$ cat config.mk
export PLATFORM = sky130hd
export DESIGN_NAME = sram_march_bist_ctrl
export DESIGN_NICKNAME = d
export VERILOG_FILES = /design/src/rtl/sram_march_bist_ctrl.sv
export SDC_FILE = /design/constraint.sdc
export NUM_CORES = 1
export LEC_CHECK = 0
export ABC_AREA = 1
export ABC_CLOCK_PERIOD_IN_PS = 2600
export CORE_ASPECT_RATIO = 0.75
export CORE_UTILIZATION = 34
export CTS_CLUSTER_SIZE = 14
export DETAILED_ROUTE_END_ITERATION = 12
export PLACE_DENSITY = 0.83
export REMOVE_ABC_BUFFERS = 1
export SYNTH_ARGS = -nofsm -noshare
export SYNTH_HDL_FRONTEND = slang
export SYNTH_SLANG_ARGS = --single-unit
$ cat constraint.sdc
create_clock -name clk_i -period 2.6 [get_ports clk_i]
set_input_delay 0.39 -clock clk_i [delete_from_list [all_inputs] [get_ports clk_i]]
set_output_delay 0.39 -clock clk_i [all_outputs]
set_load 0.02 [all_outputs]
$ cat src/rtl/sram_march_bist_ctrl.sv
// March C- BIST engine for one 1-port bit-mask SRAM macro.
// Drives the macro BIST port, compares read data one cycle after each read,
// and reports pass/fail plus the address and element of the first mismatch.
//
// state | meaning
// ------+---------------------------------------------------------------
// IDLE  | macro on functional port, waiting for start_i
// SETUP | bist_en_o high, no access, lets the macro input mux settle
// RUN   | one march op per cycle, compare of the previous read
// DRAIN | no access, compare of the final read in flight
// DONE  | result held, start_i re-arms the engine
module sram_march_bist_ctrl #(
  parameter int AddrWidth = 6,
  parameter int DataWidth = 64,
  parameter logic [DataWidth-1:0] Background = '0
) (
  input  logic                 clk_i,
  input  logic                 rst_ni,
  input  logic                 start_i,
  output logic                 bist_en_o,
  output logic [AddrWidth-1:0] bist_addr_o,
  output logic [DataWidth-1:0] bist_din_o,
  output logic [DataWidth-1:0] bist_bm_o,
  output logic                 bist_men_o,
  output logic                 bist_wen_o,
  output logic                 bist_ren_o,
  input  logic [DataWidth-1:0] bist_dout_i,
  output logic                 busy_o,
  output logic                 done_o,
  output logic                 pass_o,
  output logic [AddrWidth-1:0] fail_addr_o,
  output logic [2:0]           fail_elem_o
);

  localparam logic [2:0] ST_IDLE  = 3'd0;
  localparam logic [2:0] ST_SETUP = 3'd1;
  localparam logic [2:0] ST_RUN   = 3'd2;
  localparam logic [2:0] ST_DRAIN = 3'd3;
  localparam logic [2:0] ST_DONE  = 3'd4;

  localparam logic [AddrWidth-1:0] AddrMax = '1;

  logic [2:0]           state, state_nxt;
  logic [2:0]           elem;
  logic [AddrWidth-1:0] addr;
  logic                 phase;

  logic                 pass_q;
  logic [AddrWidth-1:0] fail_addr_q;
  logic [2:0]           fail_elem_q;

  logic                 cmp_valid;
  logic [DataWidth-1:0] exp_data;
  logic [AddrWidth-1:0] exp_addr;
  logic [2:0]           exp_elem;

  logic                 start_ok;
  logic                 elem_down;
  logic                 elem_single;
  logic                 op_read;
  logic                 op_final_at_addr;
  logic                 at_end;
  logic                 last_op;
  logic                 mismatch;
  logic [DataWidth-1:0] wr_data;
  logic [DataWidth-1:0] rd_data;

  // Decode of the current march element and position
  always_comb begin
    start_ok         = (state == ST_IDLE || state == ST_DONE) && start_i;
    elem_down        = (elem == 3'd3) || (elem == 3'd4);
    elem_single      = (elem == 3'd0) || (elem == 3'd5);
    // 2-op elements read in phase 0 and write in phase 1; M5 only reads
    op_read          = (elem == 3'd5) || ((elem != 3'd0) && !phase);
    op_final_at_addr = elem_single || phase;
    at_end           = elem_down ? (addr == '0) : (addr == AddrMax);
    last_op          = (elem == 3'd5) && at_end;
    // w1 in M1/M3, w0 otherwise; r1 expected in M2/M4, r0 otherwise
    wr_data          = ((elem == 3'd1) || (elem == 3'd3)) ? ~Background : Background;
    rd_data          = ((elem == 3'd2) || (elem == 3'd4)) ? ~Background : Background;
    mismatch         = cmp_valid && pass_q && (bist_dout_i != exp_data);
  end

  // Next-state logic
  always_comb begin
    state_nxt = state;
    case (state)
      ST_IDLE:  if (start_i) state_nxt = ST_SETUP;
      ST_SETUP: state_nxt = ST_RUN;
      ST_RUN:   if (last_op || mismatch) state_nxt = ST_DRAIN;
      ST_DRAIN: state_nxt = ST_DONE;
      ST_DONE:  if (start_i) state_nxt = ST_SETUP;
      default:  state_nxt = ST_IDLE;
    endcase
  end

  // State register
  always_ff @(posedge clk_i or negedge rst_ni) begin
    if (!rst_ni) state <= ST_IDLE;
    else         state <= state_nxt;
  end

  // Address / element / phase sequencing
  always_ff @(posedge clk_i or negedge rst_ni) begin
    if (!rst_ni) begin
      elem  <= 3'd0;
      addr  <= '0;
      phase <= 1'b0;
    end else if (start_ok) begin
      elem  <= 3'd0;
      addr  <= '0;
      phase <= 1'b0;
    end else if (state == ST_RUN) begin
      if (op_final_at_addr) begin
        phase <= 1'b0;
        if (at_end) begin
          elem <= elem + 3'd1;
          // M2 and M3 are followed by the down-direction elements
          addr <= ((elem == 3'd2) || (elem == 3'd3)) ? AddrMax : '0;
        end else begin
          addr <= elem_down ? (addr - 1'b1) : (addr + 1'b1);
        end
      end else begin
        phase <= 1'b1;
      end
    end
  end

  // Read-compare pipeline: capture expectation when a read issues
  always_ff @(posedge clk_i or negedge rst_ni) begin
    if (!rst_ni) begin
      cmp_valid <= 1'b0;
      exp_data  <= '0;
      exp_addr  <= '0;
      exp_elem  <= 3'd0;
    end else begin
      cmp_valid <= (state == ST_RUN) && op_read;
      if ((state == ST_RUN) && op_read) begin
        exp_data <= rd_data;
        exp_addr <= addr;
        exp_elem <= elem;
      end
    end
  end

  // Pass/fail status: re-armed on SETUP entry, first mismatch wins
  always_ff @(posedge clk_i or negedge rst_ni) begin
    if (!rst_ni) begin
      pass_q      <= 1'b0;
      fail_addr_q <= '0;
      fail_elem_q <= 3'd0;
    end else if (start_ok) begin
      pass_q      <= 1'b1;
      fail_addr_q <= '0;
      fail_elem_q <= 3'd0;
    end else if (mismatch) begin
      pass_q      <= 1'b0;
      fail_addr_q <= exp_addr;
      fail_elem_q <= exp_elem;
    end
  end

  // Macro port drive: quiet (all zero) except for the op issued in RUN
  always_comb begin
    busy_o      = (state == ST_SETUP) || (state == ST_RUN) || (state == ST_DRAIN);
    done_o      = (state == ST_DONE);
    bist_en_o   = busy_o;
    bist_men_o  = 1'b0;
    bist_wen_o  = 1'b0;
    bist_ren_o  = 1'b0;
    bist_addr_o = '0;
    bist_din_o  = '0;
    bist_bm_o   = '0;
    if (state == ST_RUN) begin
      bist_men_o  = 1'b1;
      bist_wen_o  = !op_read;
      bist_ren_o  = op_read;
      bist_addr_o = addr;
      bist_din_o  = op_read ? '0 : wr_data;
      bist_bm_o   = '1;
    end
    pass_o      = pass_q;
    fail_addr_o = fail_addr_q;
    fail_elem_o = fail_elem_q;
  end

endmodule
==> results of run 1 <==
==> where the power goes <==
group / internal [uW] / leakage, uW / switching, uW
registers: 725 / 0.000444 / 180
logic: 1350 / 0.00239 / 2060
clock network: 575 / 0.0000971 / 219
total: 2650 / 0.00293 / 2460
==> layout by cell type (no fill, tap or decap), types with 2 or more instances in the layout <==
cell type	n
nand2_1	98
dfrtp_1	34
clkdlybuf4s50_1	86
nand2_2	5
nand4_1	10
o21ai_0	13
nand3b_1	6
nor2_4	2
o22ai_1	3
inv_2	7
nor3_1	11
dlygate4sd2_1	72
inv_1	32
clkbuf_16	5
dlymetal6s2s_1	27
buf_12	3
bufinv_16	2
or2_1	7
a21oi_1	7
nand3_1	25
nor2_1	51
clkbuf_2	15
o21ai_1	9
buf_4	7
buf_2	16
ha_1	9
or2_2	2
==> stage by stage <==
stage	cells	TNS (ns)	util (%)	instance area [um^2]
floorplan	341	-879.97	-	2320
global placement	694	0	51.3	4750
detailed placement	694	0	51.3	4750
CTS	703	-0.0974	52.8	4890
global route	703	0	51.6	4790
finish	703	0	51.6	4790
==> timing repair <==
| item | CTS | global route |
|---|---|---|
| hold endpoints to repair | 0 | 0 |
| gates resized for setup | 151 | 59 |
| buffers inserted | 1 | 0 |
| setup endpoints to repair | 112 | 91 |
==> per-layer routing <==
| layer | vias to the layer above | GRT usage [%] | wire length [um] |
|---|---|---|---|
| met2 | 126 | 28.6 | 4300 |
| li1 | 1576 | - | - |
| met4 | 0 | 5.24 | 156 |
| met5 | - | 0 | 0 |
| met1 | 1417 | 21.3 | 3920 |
| met3 | 16 | 3.25 | 589 |
==> registers in the layout, indices dropped and copies added, names as in the netlist <==
register,count
exp_addr,6
exp_data,1
pass_o,1
elem,3
state,3
fail_addr_o,6
exp_elem,3
cmp_valid,1
fail_elem_o,3
phase,1
addr,6
==> final cells by class <==
cell class              count  area [um^2]
multi-input cells         266         1320
inverters                  41          156
clock buffers               6          139
repair buffers            226         2100
clock inverters             2         60.1
fillers                   900         4490
flip-flops and latches     34          851
well taps                 128          160
==> cell families (layout without fill, tap and decap cells) <==
| group | count (synthesis) | after routing | share of synthesized area (%) |
|---|---|---|---|
| buffers and inverters | 174 | 275 | 34.7 |
| xor gates and xnor gates | 1 | 1 | 0.264 |
| and+or+nand+nor | 220 | 220 | 29.8 |
| AOI/OAI and AO/OA | 35 | 35 | 5.58 |
| adders and majority gates | 10 | 10 | 4.00 |
| DFF | 34 | 34 | 25.6 |
==> tightest hold or removal path: stages (launching register included) <==
cell and delay (ns):
dfrtp_1 0.34, nand2_1 0.05, o21ai_0 0.06
==> how the worst max path moves through the flow <==
| stage | startpoint | end | slack (ns) |
|---|---|---|---|
| 6_report | elem[1] | bist_wen_o | 0.11 |
| 4_1_cts | elem[1] | bist_din_o[12] | -0.009 |
| 3_3_place_gp | elem[1] | bist_din_o[0] | 0.14 |
| 3_5_place_dp | elem[1] | bist_din_o[3] | 0.06 |
| 5_1_grt | elem[1] | bist_din_o[62] | 0.001 |
| 2_1_floorplan | state[0] | bist_din_o[0] | -7.57 |
==> results_dict.tcl, run 1 <==
set metrics [dict create \
    whs_path_depth 2 \
    hold_path.class "reg -> reg" \
    hold_start "exp_addr[0]" \
    cts.sinks 34 \
    synth_edf_count 0 \
    drive_above_1_share_pct 12.0 \
    reg2reg_depth 13 \
    crit_arrival_ns 2.10 \
    grt_max_degree 67 \
    num_rows 30 \
    dieArea_um2 10200 \
    finalCritPeriodShare_pct 95.7 \
    cts_root_buf "clkbuf_16" \
    ys_top_cells_by_count "buf_4, nand2_1, nor2_1" \
    synthCells 474 \
    worst_slew_pin_slew_ns 0.512 \
    grt_pass1_vias 2956 \
    p_total_uw 5110 \
    place_ws_ns 0.0603 \
    ys_top_cells_by_area "buf_4, dfrtp_1, nand2_1" \
    vias 3135 \
    power.density_nw_per_um2 1070 \
    hold_violations 0 \
    ys_seq_elements 34 \
    rsz0062_at_grt "no" \
    grt_pass1_wl_um 13500 \
    track_usage_pct 16.7 \
    drc 0 \
    worstPathCellList "inv_2 > ha_1 > nand2_1 > nand2_1 > inv_1 > nor3_2 > buf_4 > clkdlybuf4s50_1" \
    clk_latency_ns 0.28 \
    ys_warn_count 0 \
    cp_max_fo 4 \
    period_minus_slack_ns 2.49 \
    fmax_mhz 402 \
    die-width_um 116 \
    grt-ovfl-total 0 \
    io_pins 217 \
    ys_types 31 \
    cap_violations 0 \
    fin_ws_ns 0.112 \
    synthArstFlopShare_pct 100 \
    cp-end-kind "output port" \
    cpMostUsedCell "nand2_1" \
    clk_pin_slew_ns 0.05 \
    crit_slowest_cell "clkdlybuf4s50_1" \
    gp_congestion 0.890 \
    crit_family "buffers and inverters" \
    ant_nets 0 \
    r2r-start "elem[1]" \
    postCtsHoldBufs 0 \
    grt_antenna_before_repair 0 \
    dpl.hpwl_um 6740 \
    status "completed" \
    portBuffers 216 \
    leakage_uw 0.00293 \
    critPathMaxStageDelay_ns 0.62 \
    cts_tree "yes" \
    avgSynthCellArea_um2 7.00 \
    hold_slack_ns 0.487 \
    irDropWorstVdd_v 0.000449 \
    htreeDepth 2 \
    syn2layout_area_growth_pct 44.2 \
    die_y_um 87.6 \
    nets 651 \
    firstDrtPassIters 4 \
    syn_area_um2 3320 \
    cp.required_ns 2.21 \
    ys_seq_area_share_pct 25.6 \
    maxSlewHeadroom_pct 65.9 \
    setup_viol 0 \
    start_util_pct 35.8 \
    wl_um 8960 \
    yosys.area.top_type_share_pct 28.9 \
    drt_iter0_drc 152 \
    drv_slew 0 \
    via_per_inst 4.46 \
    core_um2 9270 \
    antennaDiodeCount 0 \
    path_buf_inv 4 \
    post-synth-top-count-cell "buf_4" \
    min_to "exp_addr[0]" \
    ys.flop_type "dfrtp_1" \
    r2r_setup_slack_ns 0.23 \
    yosys.area.top_type "buf_4" \
    crit_path_start_kind "register" \
    wl_per_cell_um 12.7 \
    reg2reg_to "addr[4]" \
    worstSetupPathType "reg -> out" \
    clk_path_buf_depth 2 \
    cp.depth 8 \
    numCtsBuffers 5 \
    skew_ns 0.00383 \
]
No activity file was read; power rests on OpenSTA's default activity.
==> run 2: changes to the inputs <==
--- a/config.mk
+++ b/config.mk
@@ -11,8 +11,10 @@
 export CORE_UTILIZATION = 34
 export CTS_CLUSTER_SIZE = 14
 export DETAILED_ROUTE_END_ITERATION = 12
-export PLACE_DENSITY = 0.83
+export HOLD_SLACK_MARGIN = 0.05
+export PLACE_DENSITY = 0.78
 export REMOVE_ABC_BUFFERS = 1
 export SYNTH_ARGS = -nofsm -noshare
 export SYNTH_HDL_FRONTEND = slang
 export SYNTH_SLANG_ARGS = --single-unit
+export TNS_END_PERCENT = 30
==> results_dict.tcl, run 2 (synthesized netlist as in run 1, its figures left out) <==
set metrics [dict create \
    status "completed" \
    syn2layout_area_growth_pct 41.6 \
    cp_max_fo 4 \
    hold_path.class "reg -> reg" \
    hold_slack_ns 0.494 \
    dieArea_um2 10200 \
    antennaDiodeCount 0 \
    fmax_mhz 410 \
    die-width_um 116 \
    grt_pass1_wl_um 12900 \
    seq_power_share_pct 18.0 \
    cp-end-kind "output port" \
    final_cell_mix "nand2_1, clkdlybuf4s50_1, clkbuf_2, dlymetal6s2s_1, nor2_1" \
    vias 3075 \
    cap_violations 0 \
    num_rows 30 \
    skew_ns 0.00467 \
    worst_slew_pin_slew_ns 0.485 \
    grt_antenna_before_repair 0 \
    finalCritPeriodShare_pct 93.8 \
    p_sw_uw 2460 \
    clk_latency_ns 0.28 \
    layout_commonest_cell "nand2_1" \
    wl_per_cell_um 12.7 \
    r2r-start "elem[1]" \
    drt_iter0_drc 159 \
    clockPowerShare_pct 12.1 \
    period_minus_slack_ns 2.44 \
    p_comb_share_pct 69.9 \
    ant_nets 0 \
    htreeDepth 2 \
    rsz0062_at_grt "no" \
    die_y_um 87.6 \
    whs_path_depth 2 \
    wl_um 8900 \
    io_pins 217 \
    cp.required_ns 2.21 \
    r2r_setup_slack_ns 0.25 \
    drc 0 \
    irDropWorstVdd_v 0.000417 \
    crit_arrival_ns 2.05 \
    cts.sinks 34 \
    worstSetupPathType "reg -> out" \
    dpl.hpwl_um 6870 \
    hold_violations 0 \
    grt_max_degree 67 \
    grt_pass1_vias 2836 \
    gp_congestion 0.848 \
    dp.cells 692 \
    postCtsHoldBufs 0 \
    grt-ovfl-total 0 \
    core_um2 9270 \
    leakage_uw 0.00309 \
    cts_setup_buffers 0 \
    min_to "exp_addr[5]" \
    numCtsBuffers 5 \
    via_per_inst 4.39 \
    hold_start "exp_addr[5]" \
    reg2reg_to "addr[4]" \
    instances_no_fill 700 \
    clk_pin_slew_ns 0.05 \
    nets 648 \
    crit_path_start_kind "register" \
    drv_slew 0 \
    setup_viol 0 \
    maxSlewHeadroom_pct 67.7 \
    cts_tree "yes" \
    track_usage_pct 16.2 \
    p_sw_share_pct 49.1 \
    cts_root_buf "clkbuf_16" \
    power.density_nw_per_um2 1070 \
    clk_path_buf_depth 2 \
    drive_above_1_share_pct 17.0 \
    start_util_pct 35.8 \
    firstDrtPassIters 4 \
    p_int_uw 2550 \
    portBuffers 216 \
    reg2reg_depth 13 \
]
-- run 2: cell types whose count changed in the layout (fill, tap and decap cells not counted) --
cell | before | now
nor3_2 | 1 | 0
clkdlybuf4s50_1 | 86 | 87
bufinv_16 | 2 | 0
buf_2 | 16 | 0
clkinv_2 | 0 | 1
dlygate4sd2_1 | 72 | 8
dlymetal6s2s_1 | 27 | 57
buf_4 | 7 | 4
inv_2 | 7 | 6
clkbuf_2 | 15 | 64
clkinvlp_4 | 0 | 1
inv_1 | 32 | 33
nor3_1 | 11 | 12
-- run 2: timing repair --
action | CTS | global route
cloned | 0 | 0
resized for setup | 72 | 185
setup endpoints to repair | 77 | 121
-- run 2: through the flow --
step / instance area [um^2] / worst slack, ns / power, uW / utilization [%] / TNS [ns]
final: 4700 / 0.161 / 5010 / 50.7 / 0
after global routing: 4700 / 0.0194 / 5330 / 50.7 / 0
after CTS: 4800 / 0.00166 / 5120 / 51.8 / 0
after detailed placement: 4740 / 0.0924 / 4610 / 51.1 / 0
after global placement: 4740 / 0.165 / 4530 / 51.1 / 0
after floorplan: 2320 / -7.57 / 2210 / - / -879.97
-- run 2: area by class of cell --
cell class,count,area (um^2)
Multi-Input combinational cell,266,1320
Fill cell,868,4570
Timing Repair Buffer,223,2060
Inverter,41,156
Sequential cell,34,851
Clock inverter,2,12.5
Tap cell,128,160
Clock buffer,6,139
-- run 2: power groups by stage --
| stage | Sequential (uW) | Clock (uW) | Combinational, uW |
|---|---|---|---|
| after floorplan | 910 | 0 | 1300 |
| after global placement | 896 | 0 | 3640 |
| after detailed placement | 905 | 0 | 3710 |
| after CTS | 898 | 610 | 3610 |
| after global routing | 930 | 647 | 3750 |
| final | 901 | 606 | 3500 |
-- run 2: routing by layer --
layer  track usage [%]  part of all wire, %  vias to the layer above
li1                  -                    -                     1564
met1              20.5                   44                     1378
met2              28.0                   48                      119
met3              3.32                  5.4                       14
met4              4.90                  2.0                        0
met5                 0                    0                        -
-- run 2: worst max path at each step --
| stage | from | to | depth (start not counted) | slack [ns] |
|---|---|---|---|---|
| 4_1_cts | state[2] | bist_bm_o[2] | 6 | 0.002 |
| 2_1_floorplan | state[0] | bist_din_o[0] | 4 | -7.57 |
| 3_5_place_dp | elem[1] | bist_din_o[22] | 9 | 0.09 |
| 5_1_grt | elem[1] | bist_wen_o | 7 | 0.02 |
| 3_3_place_gp | elem[1] | bist_din_o[8] | 9 | 0.17 |
| 6_report | elem[1] | bist_wen_o | 7 | 0.16 |
-- run 2: critical path, stage by stage, from the launching register on --
cell	delay, ns
dfrtp_1	0.40
inv_1	0.13
ha_1	0.19
nand2_1	0.06
nand2_1	0.07
inv_1	0.05
nor3_1	0.18
clkdlybuf4s50_1	0.68
==> run 3: changes to the inputs <==
--- a/config.mk
+++ b/config.mk
@@ -8,11 +8,11 @@
 export ABC_AREA = 1
 export ABC_CLOCK_PERIOD_IN_PS = 2600
 export CORE_ASPECT_RATIO = 0.75
-export CORE_UTILIZATION = 34
+export CORE_UTILIZATION = 30
 export CTS_CLUSTER_SIZE = 14
 export DETAILED_ROUTE_END_ITERATION = 12
 export HOLD_SLACK_MARGIN = 0.05
-export PLACE_DENSITY = 0.78
+export PLACE_DENSITY = 0.7
 export REMOVE_ABC_BUFFERS = 1
 export SYNTH_ARGS = -nofsm -noshare
 export SYNTH_HDL_FRONTEND = slang
==> results_dict.tcl, run 3 (synthesized netlist as in run 1, its figures left out) <==
set metrics [dict create \
    grt_pass1_vias 2928 \
    drt_iter0_drc 153 \
    crit_path_start "elem[1]" \
    rsz0062_at_grt "yes" \
    endpoint "bist_din_o[4]" \
    clk_path_buf_depth 2 \
    clk_pin_slew_ns 0.06 \
    grt_max_degree 54 \
    grt_antenna_before_repair 0 \
    worst_slew_pin_slew_ns 0.479 \
    grt.busiest_layer "met2" \
    fillers 1013 \
    use_met1_pct 19.0 \
    gp_congestion 0.857 \
    dp.cells 702 \
    track_usage_pct 14.8 \
    irDropWorstVdd_v 0.000403 \
    vias 3124 \
    num_rows 32 \
    cp_max_fo 35 \
    numCtsBuffers 5 \
    wl_per_cell_um 12.8 \
    power.density_nw_per_um2 1030 \
    skew_ns 0.00422 \
    period_minus_slack_ns 2.52 \
    leakage_uw 0.00303 \
    cp.required_ns 2.21 \
    reg2reg_depth 13 \
    final_cell_mix "nand2_1, clkdlybuf4s50_1, dlygate4sd2_1, nor2_1, dlymetal6s2s_1" \
    cts_setup_buffers 0 \
    cap_violations 0 \
    drc 0 \
    die-width_um 123 \
    instances_no_fill 710 \
    r2r-start "elem[1]" \
    wl_um 9060 \
    drive_above_1_share_pct 7.14 \
    io_pins 217 \
    nets 650 \
    hold_path.class "reg -> reg" \
    firstDrtPassIters 4 \
    cts.sinks 34 \
    status "completed" \
    fmax_mhz 397 \
    htreeDepth 2 \
    use_met2_pct 24.7 \
    ant_nets 0 \
    dpl.hpwl_um 7040 \
    use_met3_pct 2.26 \
    clk_latency_ns 0.29 \
    die_y_um 93.1 \
    cp-end-kind "output port" \
    core_um2 10500 \
    crit_arrival_ns 2.13 \
    portBuffers 216 \
    p_total_uw 5080 \
    setup_viol 0 \
    fin_area_um2 4940 \
    maxSlewHeadroom_pct 68.1 \
    reg2reg_to "addr[4]" \
    grt-ovfl-total 0 \
    drv_slew 0 \
    cts_root_buf "clkbuf_16" \
    cts_tree "yes" \
    finalCritPeriodShare_pct 96.8 \
    worstSetupPathType "reg -> out" \
    r2r_setup_slack_ns 0.27 \
    hold_violations 0 \
    grt_pass1_wl_um 13400 \
    crit_path_start_kind "register" \
    syn2layout_area_growth_pct 48.9 \
    place_area_um2 4760 \
    whs_path_depth 2 \
    via_per_inst 4.40 \
    dieArea_um2 11500 \
    start_util_pct 31.5 \
    layout_commonest_cell "nand2_1" \
    antennaDiodeCount 0 \
]
==> run 3: cell types whose count changed in the layout (fill, tap and decap cells not counted), moves of 3 or more <==
| cell | change |
|---|---|
| buf_4 | +3 |
| dlymetal6s2s_1 | -17 |
| dlygate4sd2_1 | +49 |
| clkdlybuf4s15_1 | +28 |
| clkbuf_2 | -60 |
==> run 3: per-stage QoR <==
stage | TNS (ns) | worst slack (ns) | utilization [%] | hold slack [ns]
after floorplan | -879.97 | -7.57 | - | 0.0944
after global placement | 0 | 0.151 | 45.2 | 0.469
after detailed placement | 0 | 0.00879 | 45.2 | 0.477
after CTS | 0 | 0.000522 | 45.8 | 0.491
after global routing | -1.19 | -0.0416 | 46.9 | 0.531
final | 0 | 0.0829 | 46.9 | 0.491
==> run 3: area by class of cell <==
class                           count  area [um^2]  share of cell area [%]
Clock buffer                        5          125                    2.53
Clock inverter                      3         45.0                   0.911
Inverter                           41          156                    3.16
Multi-Input combinational cell    266         1320                    26.8
Sequential cell                    34          851                    17.2
Tap cell                          136          170                    3.44
Timing Repair Buffer              225         2270                    46.0
==> run 3: worst min path at each step <==
| stage | from | endpoint | slack (ns) |
|---|---|---|---|
| 2_1_floorplan | rst_ni | addr[0] | 0.09 |
| 3_3_place_gp | exp_elem[0] | exp_elem[0] | 0.47 |
| 3_5_place_dp | exp_addr[2] | exp_addr[2] | 0.48 |
| 4_1_cts | exp_addr[2] | exp_addr[2] | 0.49 |
| 5_1_grt | exp_elem[0] | exp_elem[0] | 0.53 |
| 6_report | exp_addr[2] | exp_addr[2] | 0.49 |
==> run 3: power by group <==
| part | switching (uW) | internal, uW | total [uW] | leakage (uW) |
|---|---|---|---|---|
| Sequential | 181 | 725 | 906 | 0.000444 |
| Combinational | 2060 | 1420 | 3490 | 0.00251 |
| Clock | 236 | 451 | 688 | 0.0000760 |
| Total | 2480 | 2600 | 5080 | 0.00303 |
==> run 3: critical path, cell delays in order, from the launching register on <==
cell,delay [ns]
dfrtp_1,0.40
inv_1,0.13
ha_1,0.19
nand2_1,0.06
nand2_1,0.07
inv_1,0.06
nor3_2,0.17
o21a_2,0.25
buf_12,0.17
dlygate4sd2_1,0.35
==> run 3: layer usage <==
metal	up-vias	share of wire, %
li1	1572	-
met5	-	0
met4	0	2.0
met3	14	6.3
met1	1404	44
met2	134	48
==> run 3: repair_timing <==
| item | CTS | global route |
|---|---|---|
| gates resized for setup | 90 | 77 |
| hold buffers | 0 | 0 |
| endpoints found under the setup margin | 71 | 105 |
| pin swaps | 0 | 0 |
